## config.mk

```make
export PLATFORM = sky130hd
export DESIGN_NAME = regf_wb_arb
export DESIGN_NICKNAME = d
export VERILOG_FILES = /design/src/rtl/regf_wb_arb.sv
export SDC_FILE = /design/constraint.sdc
export NUM_CORES = 1
export LEC_CHECK = 0
export BUFFER_PORTS_ARGS = -buffer_cell sky130_fd_sc_hd__buf_2
export CORE_ASPECT_RATIO = 1.25
export CORE_UTILIZATION = 30
export DETAILED_ROUTE_END_ITERATION = 10
export GPL_TIMING_DRIVEN = 0
export SLEW_MARGIN = 10
export SYNTH_ARGS = -nofsm -noshare
export SYNTH_HDL_FRONTEND = slang
export SYNTH_SLANG_ARGS = --single-unit
```

## constraint.sdc

```tcl
create_clock -name i_clk -period 3.65 [get_ports i_clk]
set_clock_uncertainty 0.15 [all_clocks]
set_input_delay 0.365 -clock i_clk [delete_from_list [all_inputs] [get_ports i_clk]]
set_output_delay 0.365 -clock i_clk [all_outputs]
set_load 0.01 [all_outputs]
```

## src/rtl/regf_wb_arb.sv

```systemverilog
// regf_wb_arb -- register-file writeback arbiter with pending-write scoreboard.
//
// Purpose:
//   NREQ writeback requesters share the single regfile write port through a
//   round-robin arbiter with valid/ready handshakes. The accepted write is
//   registered and presented to the regfile one cycle later. A scoreboard of
//   pending writes over all architectural registers is set by issue
//   reservations and cleared when the matching write commits. Three query
//   ports report read-after-write hazards.
//
// Ports:
//   i_clk, i_rst                  clock, synchronous active-high reset
//   i_req_valid/addr/data         requester k write request, slices k*AW / k*DW
//   o_req_ready                   one-hot grant
//   o_we, o_waddr, o_wdata        registered regfile write port
//   i_rsv_en, i_rsv_addr          destination reservation from issue
//   i_qaddr, o_qbusy              three hazard queries, slices q*AW
//   o_err                         sticky double-reservation error
module regf_wb_arb #(
    parameter int NREQ = 3,
    parameter int AW   = 6,
    parameter int DW   = 32
) (
    input  logic                 i_clk,
    input  logic                 i_rst,
    input  logic [NREQ-1:0]      i_req_valid,
    input  logic [NREQ*AW-1:0]   i_req_addr,
    input  logic [NREQ*DW-1:0]   i_req_data,
    output logic [NREQ-1:0]      o_req_ready,
    output logic                 o_we,
    output logic [AW-1:0]        o_waddr,
    output logic [DW-1:0]        o_wdata,
    input  logic                 i_rsv_en,
    input  logic [AW-1:0]        i_rsv_addr,
    input  logic [3*AW-1:0]      i_qaddr,
    output logic [2:0]           o_qbusy,
    output logic                 o_err
);

    localparam int PW = (NREQ > 1) ? $clog2(NREQ) : 1;
    localparam int NR = 2 ** AW;
    localparam logic [AW-1:0] PC_ADDR = AW'(NR - 1);

    logic [PW-1:0] ptr_q, ptr_d;
    logic          we_q, we_d;
    logic [AW-1:0] waddr_q, waddr_d;
    logic [DW-1:0] wdata_q, wdata_d;
    logic [NR-1:0] pending_q, pending_d;
    logic          err_q, err_d;

    logic          grant_any;
    logic [PW-1:0] grant_idx;
    logic [AW-1:0] grant_addr;
    logic [DW-1:0] grant_data;
    logic          rsv_set;

    // $zero and $pc are read-only: never written, never tracked.
    function automatic logic writable(input logic [AW-1:0] a);
        return (a != '0) && (a != PC_ADDR);
    endfunction

    // Round-robin search starting at the pointer; no grant while in reset.
    always_comb begin
        int k;
        k          = 0;
        grant_any  = 1'b0;
        grant_idx  = '0;
        for (int i = 0; i < NREQ; i++) begin
            k = (int'(ptr_q) + i) % NREQ;
            if (!i_rst && !grant_any && i_req_valid[k]) begin
                grant_any = 1'b1;
                grant_idx = PW'(k);
            end
        end
        o_req_ready = grant_any ? (NREQ'(1) << grant_idx) : '0;
        grant_addr  = i_req_addr[int'(grant_idx)*AW +: AW];
        grant_data  = i_req_data[int'(grant_idx)*DW +: DW];
    end

    always_comb begin
        ptr_d   = ptr_q;
        we_d    = 1'b0;
        waddr_d = waddr_q;
        wdata_d = wdata_q;
        if (grant_any) begin
            ptr_d = (grant_idx == PW'(NREQ - 1)) ? '0 : grant_idx + 1'b1;
            if (writable(grant_addr)) begin
                we_d    = 1'b1;
                waddr_d = grant_addr;
                wdata_d = grant_data;
            end
        end
    end

    // Clear on commit first, then set, so a same-cycle reuse keeps the bit.
    always_comb begin
        rsv_set   = i_rsv_en && writable(i_rsv_addr);
        pending_d = pending_q;
        if (we_q)
            pending_d[waddr_q] = 1'b0;
        if (rsv_set)
            pending_d[i_rsv_addr] = 1'b1;
        pending_d[0]    = 1'b0;
        pending_d[NR-1] = 1'b0;
        err_d = err_q | (rsv_set && pending_q[i_rsv_addr]
                         && !(we_q && (waddr_q == i_rsv_addr)));
    end

    always_ff @(posedge i_clk) begin
        if (i_rst) begin
            ptr_q     <= '0;
            we_q      <= 1'b0;
            waddr_q   <= '0;
            wdata_q   <= '0;
            pending_q <= '0;
            err_q     <= 1'b0;
        end else begin
            ptr_q     <= ptr_d;
            we_q      <= we_d;
            waddr_q   <= waddr_d;
            wdata_q   <= wdata_d;
            pending_q <= pending_d;
            err_q     <= err_d;
        end
    end

    always_comb begin
        for (int q = 0; q < 3; q++)
            o_qbusy[q] = pending_q[i_qaddr[q*AW +: AW]];
    end

    assign o_we    = we_q;
    assign o_waddr = waddr_q;
    assign o_wdata = wdata_q;
    assign o_err   = err_q;

endmodule

```

# After elaboration in Yosys (flattened, before gate mapping)
# Index checks and enable logic that the tools add are counted.
# Widths: inputs -> output; s select.
[word_totals] reg_bits=104 in_bits=144 out_inout_bits=46 wordCells=88
[op_classes] add_sub_neg=3 multipliers=1 div=3 magnitude_cmp=10 eq_ne=4 shift=3 n_mux=32 n_bitwise=5 n_reduce_logical=21
[ops] op="$mux 63" count=2
[ops] op="$lt 32x4->1 const B" count=3
[ops] op="$shiftx 96x8->32" count=1
[ops] op="$mod 32x3->32 const B" count=2
[ops] op="$and 63x63->63" count=1
[ops] op="$not 63->63" count=1
[ops] op="$or 63x63->63" count=1
[ops] op="$lt 6x7->1 const B" count=5
[ops] op="$mod 3x3->32 const B" count=1
[ops] op="$bmux 1 s6" count=4
[ops] op="$shiftx 18x6->6" count=1
[ops] op="$mux 1" count=16
[ops] op="$logic_and 1x1->1" count=13
[ops] op="$demux 1 s6" count=2
[ops] op="$ge 6x1->1 const B" count=2
[ops] op="$ne 6x6->1 const B" count=2
[ops] op="$reduce_bool 6->1" count=2
[ops] op="$mux 2" count=4
[ops] op="$bmux 1 s2" count=3
[ops] op="$eq 6x6->1" count=1
[ops] op="$logic_not 1->1" count=4
[ops] op="$mul 2x2->4 const B" count=1
[ops] op="$add 2x1->3 const B" count=1
[ops] op="$add 2x2->3 const B" count=1
[ops] op="other kinds (8)" count=8

# Logic depth before layout (Yosys ltp)
[logic_depth] word_depth=19 depth_mapped=14

# Worst setup path before layout
# OpenSTA, ideal clock, no wires.
[synth_path] path_kind="reg-to-reg" start="register ptr_q[0]" end="register waddr_q[1], in the netlist o_waddr[1]" setup_ns=0.117 arrival_time_ns=3.141 slack_ns=0.242 path_stages_with_launch=14 n_path_buf=3 period_less_slack_ns=3.408 path_cell_list="dfxtp_1 inv_1 ha_1 buf_6 mux2i_1 o22ai_2 a32oi_1 or4b_4 a22oi_2 o221ai_2 or4b_1 buf_6 buf_8 a32o_1"
[synth_between] elab_chain_cells=19 word_cells_on_any_way=33 classes_between="add/sub (2); mul (1); div (3); eq/ne (1); shift (1); mux (15); reduce/logical (10)"
[synth_rtl] item="start, declared" line_no="44" rtl="logic [PW-1:0] ptr_q, ptr_d;"
[synth_rtl] item="start signal, assigned" line_no="118" rtl="ptr_q <= ptr_d;"
[synth_rtl] item="parallel branches: the longest is 19 deep, another holds $mod 32x3->32"
[synth_rtl] item="end signal, assigned" line_no="120" rtl="waddr_q <= waddr_d;"
[synth_rtl] item="end, declared" line_no="46" rtl="logic [AW-1:0] waddr_q, waddr_d;"
# Parallel ways; which one is timed is not known. The select of a mux whose other input is x is not followed.
# A chain may end at the register's enable or synchronous reset.

# Worst setup path in the final report
[layout_path] start="register ptr_q[1]" end="register waddr_q[2], in the netlist o_waddr[2]"
# The elaborated chain is that of the path after synthesis.

==> impl_summary.txt <==
----------------------------------------------------
[Run]
  Max-cap violations ... 0

[Power]
  Pwr Total ... 0.00557 W
  Static leakage ... 3.45 nW
  Highest ir drop seen on vdd ... 501 µV
  Pwr dens ... 593 nW/µm²

[Worst setup path]
  Largest stage delay on the critical path ... 0.60 ns
  Family with the most delay on the worst path ... compound AO/OA/AOI/OAI gates
  Cell repeated most along the worst path ... sky130_fd_sc_hd__buf_4
  Critical path buffer and inverter count ... 4
  Highest fanout seen on the critical path ... 10
  CP max-delay cell ... sky130_fd_sc_hd__or4b_4
  Launch point of the worst reg-to-reg path ... ptr_q[1]$_SDFFE_PP0P_
  Arrival time at the worst endpoint ... 3.69 ns
  Worst EP required ... 3.75 ns
  Worst Setup Path Type ... reg2reg
  Worst setup path startpoint ... ptr_q[1]$_SDFFE_PP0P_
  Kind of capture point of the worst setup path ... register
  Sort of element at the start of the critical path ... register
  Critical Path, Cell by Cell ... inv_4 -> ha_4 -> mux2_4 -> and3_4 -> a311o_1 -> o31ai_4 -> buf_4 -> a222oi_1 -> buf_4 -> nor2_2 -> or4b_4 -> buf_12 -> a32o_1

[Global routing]
  Number of global-route vias before repair ... 7,514
  Pin count of the biggest net entering global routing ... 20
  Total routing resource utilization after global routing ... 22.4%
  Number of antenna violations at the first check in global routing ... 0
  Global-route wire length before repair ... 42,600 µm
  Total overflow reported by the global router ... 0

[CTS]
  CTS H-tree depth ... 3
  Clock tree buffer depth ... 2
  CTS Sinks ... 104
  Number of buffers inserted during clock tree synthesis ... 9
  Clock insertion delay at the later pin of the skew report ... 0.36 ns
  Clock tree from TritonCTS ... built
  Clock tree root driver cell ... sky130_fd_sc_hd__clkbuf_16
  Clock transition at path regs ... 0.08 ns

[Placement]
  Placed insts ... 1,313
  Estimated wirelength of the detail-placed design ... 22,100 µm
  Placed standard-cell area ... 8760 µm²
  Port Buf Inserts ... 179
  Final weighted congestion of routability-driven global placement ... 0.993

[Drt]
  DRC ... 0
  Vias/cell ... 5.76
  TritonRoute pass-1 iters ... 8
  Total number of vias ... 7,748
  Detail Route Antenna Nets ... 0
  Final routed wire length divided by cell count ... 21.3 µm
  Final wirelength ... 28,700 µm
  Initial drt markers ... 741

[Cells and area]
  Final nets ... 1,158
  Antenna diode instance count ... 0
  Layout-stage area growth over the synthesis result ... 26.0%
  Layout Cells excl Fill ... 1,346
  Cell area after layout ... 9390 µm²
  Fraction of final layout cells sized beyond drive strength 1 ... 36.1%

[Floorplan]
  Floorplan die height ... 178 µm
  Initial core utilization ... 30.5%
  Die Footprint ... 25,500 µm²
  I/O pin count ... 190
  Die Span X ... 143 µm
  Core region area ... 24,400 µm²
  Cell Rows ... 64

[Logic synthesis]
  Fraction of synthesized cell area taken by the top area cell type ... 27.9%
  Top cells by area in the synthesized netlist ... sky130_fd_sc_hd__dfxtp_1, sky130_fd_sc_hd__mux4_2, sky130_fd_sc_hd__a221oi_2
  Post-synth top cells ... sky130_fd_sc_hd__dfxtp_1, sky130_fd_sc_hd__nand2_1, sky130_fd_sc_hd__a21oi_1, sky130_fd_sc_hd__o21ai_0, sky130_fd_sc_hd__mux4_2
  Average cell area after synthesis ... 9.27 µm²
  Total of flip-flops plus latches after synthesis ... 104
  Sequential area share after synthesis ... 27.9%
  Cell count after synthesis ... 804
  Synthesized net count ... 951
  Library cell with the largest summed area after synthesis ... sky130_fd_sc_hd__dfxtp_1
  Post-synth EDFFs ... 0
  Cell variety after synth ... 66
  Predominant post-synthesis flop cell ... sky130_fd_sc_hd__dfxtp_1
  Number of warnings reported in the yosys synthesis log ... 0
  Most instantiated library cell after synthesis ... sky130_fd_sc_hd__dfxtp_1
  Area of the mapped netlist ... 7450 µm²
  Fraction of synthesis flops using an asynchronous set or reset pin ... 0%

[Status]
  Status ... finished clean

[Timing]
  Total count of max-transition violations in the final report ... 0
  Number of endpoints failing setup at the final stage ... 0
  Max-Slew Margin vs Limit ... 23.3%
  Setup repair after global routing missed its margin ... true
  Final critical-path share of the clock period ... 98.4%
  Upper clock frequency limit ... 278 MHz
  Final setup TNS ... 0 ns
  Minimum period implied by the final worst setup slack ... 3.59 ns
  Slew of the pin with the lowest slew margin ... 1.15 ns
  Number of hold violations in the final report ... 0

[Min path]
  Min-delay src ... i_rsv_en
  Type of the most critical hold path ... in2reg

----------------------------------------------------
-- layer usage --
layer | up-vias | wire length, µm | track usage, %
met4 | 0 | 982 | 10.5
met5 | - | 0 | 0
met2 | 404 | 14300 | 39.8
li1 | 3539 | - | -
met1 | 3740 | 11400 | 26.3
met3 | 65 | 2020 | 3.33
-- final timing paths --
check | end | slack [ns] | cells past startpoint
setup / recovery | o_waddr[2]$_SDFFE_PP0P_ | 0.06 | 13
hold / removal | o_err$_SDFF_PP0_ | 0.27 | 3
setup reg to reg | o_waddr[2]$_SDFFE_PP0P_ | 0.06 | 13
hold reg to reg | o_wdata[17]$_SDFFE_PP0P_ | 0.31 | 2
-- report_power, final --
| part | internal [W] | total, W | switching [W] | leakage [nW] |
|---|---|---|---|---|
| Sequential | 0.00137 | 0.00152 | 0.000152 | 0.849 |
| Combinational | 0.00132 | 0.00308 | 0.00176 | 2.47 |
| Clock | 0.000479 | 0.000972 | 0.000494 | 0.135 |
-- cells by family (layout without fill, tap and decap cells) --
family / Yosys count / in the layout / synth area share (%)
AO/OA/AOI/OAI: 265 / 265 / 27.0
AND/OR/NAND/NOR: 229 / 230 / 15.5
buffers and inverters: 116 / 327 / 7.29
flip-flops: 104 / 104 / 27.9
multiplexers: 81 / 81 / 21.1
XOR/XNOR: 6 / 6 / 0.705
adder cells (fa/ha/maj): 3 / 3 / 0.504
-- worst reg2reg max path, delay by kind of cell (launching register included) --
kind | cells | cell delay (ns)
AO/OA/AOI/OAI | 4 | 0.97
adder cells (fa/ha/maj) | 1 | 0.17
buffers and inverters | 4 | 0.58
flip-flops | 1 | 0.39
multiplexers | 1 | 0.34
AND/OR/NAND/NOR | 3 | 0.87
-- flip-flops by register name, summed over array words and instances, names as in the netlist --
signal and flops:
pending_q 62, o_wdata 32, o_waddr 6, ptr_q 2, o_err 1, o_we 1
-- cell type report --
cell class                 instances  area, µm²
inverter                          43        164
sequential                       104       2090
multi-input combinational        585       4960
buffer                            71        408
timing repair buffer             197       1060
clock inverter                     7       61.3
fill                            2519      15000
clock buffer                       9        225
tap                              330        413
-- placed cells by master, fill, tap and decap left out, types with 36 or more instances in the layout --
cell type,Yosys,final
sky130_fd_sc_hd__o21ai_0,74,73
sky130_fd_sc_hd__a21oi_1,74,74
sky130_fd_sc_hd__mux4_2,60,60
sky130_fd_sc_hd__clkbuf_1,52,43
sky130_fd_sc_hd__buf_2,3,182
sky130_fd_sc_hd__dfxtp_1,104,102
sky130_fd_sc_hd__and2_1,36,36
sky130_fd_sc_hd__inv_1,43,41
sky130_fd_sc_hd__a222oi_1,37,37
sky130_fd_sc_hd__nand2_1,86,86
-- metrics by stage --
stage                     hold WS (ns)  utilization [%]  worst slack [ns]
after detailed placement         0.303             35.9            -0.182
after global placement           0.296             35.9            -0.186
after global routing             0.290             38.4           -0.0693
after CTS                        0.245             37.4            0.0101
after floorplan                  0.326                -             0.242
final                            0.269             38.4            0.0584
-- what timing repair did --
action	CTS	global route
gates cloned	0	4
hold buffers	0	0
endpoints found under the hold margin	0	0
gates resized for setup	17	49
setup endpoints to repair	40	43
pin swaps	7	39
buffers inserted	6	9
Power figures use the tool's default switching activity.
